<file path="config.mk">
export PLATFORM = sky130hd
export DESIGN_NAME = uart_tx_fifo
export DESIGN_NICKNAME = d
export VERILOG_FILES = /design/src/rtl/uart_tx_fifo.sv
export SDC_FILE = /design/constraint.sdc
export NUM_CORES = 1
export LEC_CHECK = 0
export ABC_AREA = 1
export ABC_CLOCK_PERIOD_IN_PS = 2200
export CORE_ASPECT_RATIO = 0.8
export CORE_UTILIZATION = 55
export CTS_CLUSTER_DIAMETER = 150
export DETAILED_ROUTE_END_ITERATION = 10
export PLACE_DENSITY = 0.78
export SLEW_MARGIN = 10
export SYNTH_ARGS = -nofsm -noshare
export SYNTH_HDL_FRONTEND = slang
export SYNTH_SLANG_ARGS = --single-unit
export TNS_END_PERCENT = 20
</file>
<file path="constraint.sdc">
create_clock -name clk_50mhz -period 2.2 [get_ports clk_50mhz]
set_input_delay 0.44 -clock clk_50mhz [delete_from_list [all_inputs] [get_ports clk_50mhz]]
set_output_delay 0.44 -clock clk_50mhz [all_outputs]
set_load 0.02 [all_outputs]
</file>
<file path="src/rtl/uart_tx_fifo.sv">
// uart_tx_fifo: FIFO-buffered UART transmitter with per-frame data/parity/stop and baud configuration
module uart_tx_fifo #(
   parameter int CLK_FREQ   = 50_000_000,
   parameter int BAUD_RATE  = 115200,
   parameter int FIFO_DEPTH = 16
) (
   input  logic                          clk_50mhz,
   input  logic                          rst_n,
   input  logic                          s_valid,
   output logic                          s_ready,
   input  logic [7:0]                    s_data,
   input  logic [3:0]                    cfg_data_bits,
   input  logic [1:0]                    cfg_parity,
   input  logic                          cfg_stop2,
   input  logic [15:0]                   cfg_baud_div,
   output logic                          tx_out,
   output logic                          tx_busy,
   output logic [$clog2(FIFO_DEPTH):0]   fifo_count
);
   localparam int AW = $clog2(FIFO_DEPTH);
   localparam logic [AW:0]   FULL    = (AW+1)'(FIFO_DEPTH);
   localparam logic [AW:0]   C_ONE   = (AW+1)'(1);
   localparam logic [AW-1:0] P_ONE   = AW'(1);
   localparam logic [15:0]   DEF_DIV = 16'(CLK_FREQ / BAUD_RATE);
   localparam logic [2:0] IDLE   = 3'd0;
   localparam logic [2:0] START  = 3'd1;
   localparam logic [2:0] DATA   = 3'd2;
   localparam logic [2:0] PARITY = 3'd3;
   localparam logic [2:0] STOP   = 3'd4;

   logic [7:0]    r_mem [FIFO_DEPTH];
   logic [AW-1:0] r_wr_ptr, r_rd_ptr;
   logic [AW:0]   r_count;
   logic [2:0]    r_state;
   logic [15:0]   r_div, r_bit_cnt;
   logic [7:0]    r_shift;
   logic [3:0]    r_nbits, r_bit_idx;
   logic          r_par_en, r_par, r_stop2, r_stop_idx, r_tx;
   logic          w_push, w_pop, w_end, w_last_stop;
   logic [3:0]    w_nbits;
   logic [15:0]   w_div;
   logic [7:0]    w_head, w_mask;

   assign s_ready    = r_count != FULL;
   assign tx_out     = r_tx;
   assign tx_busy    = r_state != IDLE || r_count != '0;
   assign fifo_count = r_count;

   always_comb begin
      w_nbits     = cfg_data_bits < 4'd5 ? 4'd5 : cfg_data_bits > 4'd8 ? 4'd8 : cfg_data_bits;
      w_div       = cfg_baud_div == 16'd0 ? DEF_DIV : cfg_baud_div == 16'd1 ? 16'd2 : cfg_baud_div;
      w_mask      = 8'hFF >> (4'd8 - w_nbits);
      w_head      = r_mem[r_rd_ptr];
      w_end       = r_bit_cnt == r_div - 16'd1;
      w_last_stop = r_state == STOP && w_end && (!r_stop2 || r_stop_idx);
      w_push      = s_valid && s_ready;
      w_pop       = r_count != '0 && (r_state == IDLE || w_last_stop);
   end

   always_ff @(posedge clk_50mhz) begin
      if (w_push) r_mem[r_wr_ptr] <= s_data;
   end

   always_ff @(posedge clk_50mhz or negedge rst_n) begin
      if (!rst_n) begin
         r_wr_ptr <= '0;
         r_rd_ptr <= '0;
         r_count  <= '0;
      end else begin
         if (w_push) r_wr_ptr <= r_wr_ptr + P_ONE;
         if (w_pop) r_rd_ptr <= r_rd_ptr + P_ONE;
         if (w_push != w_pop) r_count <= w_push ? r_count + C_ONE : r_count - C_ONE;
      end
   end

   // A pop always starts a frame, whether from IDLE or straight out of the last stop cell
   always_ff @(posedge clk_50mhz or negedge rst_n) begin
      if (!rst_n) begin
         r_state    <= IDLE;
         r_tx       <= 1'b1;
         r_div      <= DEF_DIV;
         r_bit_cnt  <= '0;
         r_shift    <= '0;
         r_nbits    <= 4'd8;
         r_bit_idx  <= '0;
         r_par_en   <= 1'b0;
         r_par      <= 1'b0;
         r_stop2    <= 1'b0;
         r_stop_idx <= 1'b0;
      end else if (w_pop) begin
         r_state    <= START;
         r_tx       <= 1'b0;
         r_bit_cnt  <= '0;
         r_div      <= w_div;
         r_shift    <= w_head;
         r_nbits    <= w_nbits;
         r_bit_idx  <= '0;
         r_par_en   <= ^cfg_parity;
         r_par      <= (^(w_head & w_mask)) ^ (cfg_parity == 2'b10);
         r_stop2    <= cfg_stop2;
         r_stop_idx <= 1'b0;
      end else if (r_state == IDLE) begin
         r_tx <= 1'b1;
      end else if (r_state > STOP) begin
         r_state <= IDLE;
         r_tx    <= 1'b1;
      end else if (!w_end) begin
         r_bit_cnt <= r_bit_cnt + 16'd1;
      end else begin
         r_bit_cnt <= '0;
         case (r_state)
            START: begin
               r_tx    <= r_shift[0];
               r_shift <= r_shift >> 1;
               r_state <= DATA;
            end
            DATA: begin
               if (r_bit_idx == r_nbits - 4'd1) begin
                  r_state    <= r_par_en ? PARITY : STOP;
                  r_tx       <= r_par_en ? r_par : 1'b1;
                  r_stop_idx <= 1'b0;
               end else begin
                  r_tx      <= r_shift[0];
                  r_shift   <= r_shift >> 1;
                  r_bit_idx <= r_bit_idx + 4'd1;
               end
            end
            PARITY: begin
               r_state    <= STOP;
               r_tx       <= 1'b1;
               r_stop_idx <= 1'b0;
            end
            default: begin
               if (w_last_stop) begin
                  r_state <= IDLE;
                  r_tx    <= 1'b1;
               end else begin
                  r_stop_idx <= 1'b1;
               end
            end
         endcase
      end
   end
endmodule

</file>
==> flow_metrics.py, run 1 <==
metrics = {
    "global_routing": {
        "grt_first_pass_wirelength_um": 40790,
        "grt_max_degree": 37,
        "antenna_found_initial": 0,
        "grt_pass1_vias": 8216,
        "overflow": 0,
        "track_usage_pct": 28.67,
    },
    "timing": {
        "slew_violations": 0,
        "fmax_ghz": 0.3654,
        "timing.slew.headroom_pct": 52.48,
        "hold_viol_final": 0,
        "timing.final.crit_share_pct": 124.4,
        "tightest_slew_ns": 0.7105,
        "rsz0062_at_grt": "true",
        "setup_slack_ns": -0.5364,
        "finClkSkew_ns": 0.009536,
        "layout_min_cycle_time_ns": 2.736,
        "setup_viol": 65,
    },
    "yosys": {
        "synth_edf_count": 128,
        "synth-main-ff-cell": "edfxtp_1",
        "synth_top_cell_by_area": "edfxtp_1",
        "synth_area_mm2": 0.009918,
        "yosys_warnings": 0,
        "ys_seq_elements": 197,
        "netlist.area_leader.share_pct": 38.75,
        "ys_types": 40,
        "syn-num-nets": 1132,
        "synthesis.instances": 1077,
        "async_flop_share_pct": 35.03,
        "yosys-top-cells-area": "edfxtp_1, dfrtp_1, nand2_1, nand3_1, inv_1",
        "syn_avg_cell_area_um2": 9.209,
        "yosysSeqAreaShare_pct": 56.25,
    },
    "setup_path": {
        "rr_startpoint": "r_div[1]",
        "arrival_ns": 3.05,
        "cpMostUsedCell": "buf_4",
        "cp-end-kind": "flip-flop",
        "critPathLaunchType": "flip-flop",
        "crit_fanout": 10,
        "critPathMaxStageDelay_ns": 0.54,
        "crit_path_start": "r_div[1]",
        "cp.required_ns": 2.51,
        "crit_family": "buffers and inverters",
        "worstReg2RegEnd": "r_bit_cnt[6]",
        "cpMaxStageDelayCell": "dfstp_2",
        "crit_path_cell_trace": "inv_2 -> ha_4 -> inv_2 -> nand2_1 -> nand2_1 -> nor2_2 -> buf_4 -> buf_4 -> buf_4 -> buf_4 -> buf_4 -> buf_4 -> buf_4 -> buf_4 -> nand2_1 -> nor3_1 -> buf_4 -> nand2_1 -> o211ai_1 -> a21oi_1",
        "r2r_setup_slack_ns": -0.54,
        "reg2reg_depth": 20,
        "cp_num_buf_inv": 11,
        "crit_type": "reg2reg",
    },
    "cts": {
        "path_clk_slew_ns": 0.07,
        "cts_buffers": 17,
        "htreeDepth": 4,
        "clock_sinks": 197,
        "cts_buffer_depth": 2,
        "cts-root-buf": "clkbuf_16",
        "cts_tree": "yes",
        "clk_latency_ns": 0.44,
    },
    "power_and_ir_drop": {
        "power_switching_mw": 7.448,
        "netSwitchingFraction_pct": 42.60,
        "p_comb_share_pct": 52.6,
        "intPower_mw": 10.04,
        "ir_worst_vdd_uv": 880.0,
        "total_power_mw": 17.49,
        "pwr-share-clk_pct": 16.6,
        "p_seq_share_pct": 30.7,
        "power_density_mw_per_mm2": 1414,
        "p_leak_nw": 5.292,
    },
    "floorplanning": {
        "die-area_mm2": 0.01858,
        "fp.coreArea_mm2": 0.01749,
        "rows": 43,
        "io_pins": 42,
        "start_util_pct": 56.72,
        "die_w_um": 152.1,
        "die_h_um": 122.1,
    },
    "final_layout": {
        "nNetsFinal": 1318,
        "antenna_cells": 0,
        "layout_common_cells": "nand2_1, buf_4, edfxtp_1, inv_1, nor2_1",
        "drive_gt1_share_pct": 19.91,
        "area_growth_pct": 24.70,
        "mostFrequentLayoutCell": "nand2_1",
        "post-route-util_pct": 70.73,
    },
    "drt": {
        "wirelength_um": 24920,
        "drc": 1,
        "routed_via_density": 5.572,
        "via_count": 8364,
        "drt_iter0_drc": 834,
        "dr.pass1.iters": 9,
        "post_drt_wl_per_cell_um": 16.60,
        "ant_nets": 0,
    },
    "job": {
        "maxCapViolations": 0,
    },
    "placement": {
        "place_congestion": 0.9215,
        "hpwlAfterDp_um": 17280,
        "io_buffers": 41,
    },
    "status": {
        "violations": "design-rule violations, negative setup slack",
        "outcome": "finished with violations",
    },
    "min_path": {
        "hold_path.class": "reg2reg",
        "hold_end": "r_par",
        "holdPathStages": 2,
        "holdCritStartpoint": "r_par",
    },
}
==> cell type report <==
type | instances | area, µm²
flip-flops and latches | 197 | 5582
fillers | 1241 | 5117
multi-input cells | 736 | 3866
repair buffers | 199 | 1672
clock buffers | 17 | 425.4
inverters | 112 | 422.9
well taps | 225 | 281.5
clock inverters | 15 | 118.9
==> cells in the mapped netlist, types with 8 or more instances <==
cell type / instances
clkbuf_1: 13
nor2_1: 106
o21ai_0: 56
o21ai_1: 27
ha_1: 20
edfxtp_1: 128
o211ai_1: 17
nand2_2: 8
xor2_1: 35
inv_1: 106
nand3_1: 87
nand2_1: 263
dfrtp_1: 62
a21oi_1: 33
xnor2_1: 9
buf_2: 9
nand4_1: 20
==> worst reg2reg max path, delay by kind of cell, from the launching register on <==
| family | cells | cell delay [ns] |
|---|---|---|
| compound gates | 2 | 0.21 |
| simple gates | 6 | 0.51 |
| flops | 1 | 0.54 |
| buf+inv | 11 | 1.09 |
| fa+ha+maj | 1 | 0.26 |
==> worst max-delay path by stage <==
stage,cells past startpoint,slack (ns),end
global placement,20,-0.44,r_shift[6]
floorplan,20,-0.08,r_shift[4]
CTS,19,-0.44,r_bit_cnt[6]
finish,20,-0.54,r_bit_cnt[6]
global route,20,-0.66,r_shift[6]
detailed placement,19,-0.56,r_bit_cnt[6]
==> per-stage QoR <==
stage / instances / setup WS, ns / area, µm² / setup TNS, ns / hold WS [ns]
global placement: 1448 / -0.4366 / 11550 / -24.36 / 0.4318
global route: 1501 / -0.6637 / 12370 / -36.57 / 0.5128
CTS: 1501 / -0.4404 / 12350 / -22.52 / 0.4944
floorplan: 1077 / -0.07923 / 9950 / -1.225 / 0.1444
finish: 1501 / -0.5364 / 12370 / -25.84 / 0.4949
detailed placement: 1448 / -0.5606 / 11550 / -29.94 / 0.4399
==> cells by family (layout without fill, tap and decap cells) <==
family	count (synthesis)	count (layout)	synth area share, %
fa+ha+maj	21	21	2.725
buf+inv	145	343	6.055
simple gates	520	521	22.76
compound gates	150	150	8.326
flops	197	197	56.25
xor+xnor	44	44	3.885
==> state kept, by name, summed over array words and instances, names as in the netlist, 3 cells and up <==
name,flops
r_mem,128
r_bit_idx,4
fifo_count,5
r_bit_cnt,16
r_state,3
r_div,16
r_rd_ptr,4
r_nbits,4
r_shift,8
r_wr_ptr,4
==> power groups by stage <==
stage	combinational (mW)	sequential, mW	clock, mW
after floorplan	5.15	5.35	0
after global placement	7.91	5.38	0
after detailed placement	8.16	5.41	0
after CTS	8.97	5.35	2.93
after global routing	10.2	5.45	3.07
final	9.20	5.38	2.91
==> routing by layer <==
metal  part of all wire (%)  vias to the layer above  global-route usage [%]
li1                       -                     3987                       -
met1                     44                     3986                   39.70
met2                     45                      345                   45.82
met3                    8.1                       46                   5.407
met4                    2.1                        0                   9.758
met5                      0                        -                       0
==> repair_timing <==
item | in CTS | in global routing
pin swaps | 8 | 5
hold buffers | 1 | 0
setup endpoints to repair | 67 | 67
gates resized for setup | 29 | 12
endpoints found under the hold margin | 30 | 0
buffers inserted | 19 | 0
gates cloned | 1 | 0
Power figures use the tool's default switching activity.
==> run 2, diff against run 1 <==
PLACE_DENSITY = 0.77   (was 0.78)
TNS_END_PERCENT = 30   (was 20)
==> run 2 against run 1 <==
The run still ends with design-rule violations, negative setup slack left. First-iteration DRC count grew 9.7%. Die area is the same. Setup slack lost 0.081 ns. Fmax shrank 2.9%. Hold slack lost 0.040 ns. Flip-flop and latch count is the same. Via count grew 1.8%. Largest cell class unchanged. Largest power group unchanged.
==> flow_metrics.py, run 2 (same netlist as run 1, synthesis figures left out) <==
metrics = {
    "drt": {
        "drt_iter0_drc": 915,
        "post_drt_wl_per_cell_um": 17.77,
        "wirelength_um": 26730,
        "drc": 6,
        "dr.pass1.iters": 8,
        "via_count": 8518,
        "ant_nets": 0,
        "routed_via_density": 5.664,
    },
    "final_layout": {
        "final_area_mm2": 0.01282,
        "drive_gt1_share_pct": 23.92,
        "multiInputGateArea_mm2": 0.004115,
        "nNetsFinal": 1321,
        "area_growth_pct": 29.22,
        "layout_common_cells": "nand2_1, buf_4, edfxtp_1, inv_1, nor2_1",
        "largest_register_ffs": 128,
        "nFillCells": 1128,
        "mostFrequentLayoutCell": "nand2_1",
        "top_register": "r_mem",
        "fin_cells": 1504,
        "antenna_cells": 0,
        "seqCellArea_mm2": 0.005583,
        "reg_top3": "r_mem: 128 flops, r_bit_cnt: 16 flops, r_div: 16 flops",
    },
    "cts": {
        "cts_tree": "yes",
        "path_clk_slew_ns": 0.08,
        "htreeDepth": 4,
        "clock_sinks": 197,
        "clk_latency_ns": 0.44,
        "cts-root-buf": "clkbuf_16",
        "cts_buffers": 17,
        "cts_buffer_depth": 2,
    },
    "setup_path": {
        "cp-end-kind": "flip-flop",
        "critPathLaunchType": "flip-flop",
        "arrival_ns": 3.14,
        "r2r_setup_slack_ns": -0.62,
        "reg2reg_depth": 19,
        "rr_startpoint": "r_div[1]",
        "crit_type": "reg2reg",
        "crit_fanout": 5,
        "worstReg2RegEnd": "r_rd_ptr[3]",
        "cp.required_ns": 2.52,
    },
    "min_path": {
        "hold_path.class": "in2async",
    },
    "global_routing": {
        "grt_pass1_vias": 8072,
        "antenna_found_initial": 0,
        "grt_max_degree": 51,
        "track_usage_pct": 28.88,
        "grt_first_pass_wirelength_um": 40710,
        "overflow": 0,
    },
    "placement": {
        "dp_cells": 1448,
        "io_buffers": 41,
        "hpwlAfterDp_um": 17010,
        "placed_cell_area_mm2": 0.01158,
        "place_congestion": 0.9379,
    },
    "floorplanning": {
        "die_w_um": 152.1,
        "die_h_um": 122.1,
        "fp.coreArea_mm2": 0.01749,
        "rows": 43,
        "io_pins": 42,
        "die-area_mm2": 0.01858,
        "start_util_pct": 56.72,
    },
    "status": {
        "outcome": "finished with violations",
        "violations": "design-rule violations, negative setup slack",
    },
    "timing": {
        "finClkSkew_ns": 0.01394,
        "hold_viol_final": 0,
        "setup_slack_ns": -0.6172,
        "rsz0062_at_grt": "true",
        "tightest_slew_ns": 0.6815,
        "fmax_ghz": 0.3550,
        "slew_violations": 0,
        "timing.slew.headroom_pct": 54.42,
        "layout_min_cycle_time_ns": 2.817,
        "timing.final.crit_share_pct": 128.1,
        "setup_viol": 65,
    },
    "power_and_ir_drop": {
        "p_leak_nw": 5.463,
        "power_density_mw_per_mm2": 1490,
        "ir_worst_vdd_uv": 863.1,
    },
    "job": {
        "maxCapViolations": 0,
    },
}
[run 2: cell count changes in the layout (fill, tap and decap cells not counted), sizes merged]
cell	delta
clkinv	+1
clkinvlp	-3
clkbuf	+1
inv	+2
buf	+2
[run 2: layout make-up]
| type | count | share of cell area [%] |
|---|---|---|
| inverters | 112 | 3.358 |
| multi-input cells | 736 | 32.11 |
| clock inverters | 15 | 1.318 |
| flip-flops and latches | 197 | 43.56 |
| clock buffers | 17 | 3.319 |
| repair buffers | 202 | 14.14 |
| well taps | 225 | 2.197 |
[run 2: per-layer routing]
layer / routed length [µm] / vias up / global-route usage (%) / share of wire, %
li1: - / 4004 / - / -
met1: 11260 / 4088 / 39.43 / 42
met2: 12680 / 363 / 47.18 / 47
met3: 2230 / 63 / 5.763 / 8.3
met4: 556 / 0 / 8.546 / 2.1
met5: 0 / - / 0 / 0
[run 2: worst max-delay path: stages (launching register included)]
cell,delay [ns]
dfstp_2,0.54
inv_2,0.05
ha_4,0.27
inv_2,0.04
nand2_2,0.06
nand2_2,0.07
nor2_4,0.10
nand3_2,0.09
nor2_1,0.09
nand2_1,0.08
inv_1,0.06
nand2_1,0.06
nor2_2,0.17
nand4_1,0.13
buf_4,0.18
a21boi_4,0.18
buf_6,0.18
buf_6,0.13
nand3_2,0.07
xor2_1,0.15
[run 2: where the power goes]
| part | internal [mW] | leakage [nW] | switching [mW] |
|---|---|---|---|
| logic | 4.42 | 3.17 | 6.16 |
| clock network | 1.54 | 0.292 | 1.57 |
| registers | 4.78 | 2.01 | 0.616 |
| total | 10.7 | 5.46 | 8.35 |
[run 2: per-stage QoR]
step	power [mW]	util (%)	setup TNS (ns)	hold WS [ns]	worst slack, ns
floorplan	10.53	-	-1.363	0.1444	-0.07923
global placement	13.43	66.23	-22.23	0.3874	-0.4047
detailed placement	13.70	66.23	-25.96	0.3902	-0.4592
CTS	18.20	72.14	-19.16	0.4657	-0.3740
global route	20.23	73.30	-40.09	0.4936	-0.7415
finish	19.10	73.30	-30.59	0.4548	-0.6172
[run 2: worst max-delay path by stage]
stage / from / to / slack (ns) / cells past startpoint
finish: r_div[1] / r_rd_ptr[3] / -0.62 / 19
global route: r_div[1] / r_rd_ptr[3] / -0.74 / 19
CTS: r_div[1] / r_rd_ptr[3] / -0.37 / 19
detailed placement: r_div[1] / r_shift[1] / -0.46 / 20
global placement: r_div[1] / r_rd_ptr[3] / -0.40 / 17
floorplan: r_div[1] / r_shift[4] / -0.08 / 20
[run 2: what timing repair did]
action | CTS | global route
setup endpoints to repair | 67 | 67
cloned | 5 | 1
hold buffers | 1 | 0
hold endpoints to repair | 21 | 0
setup buffers | 17 | 1
pin swaps | 23 | 19
resized for setup | 76 | 59
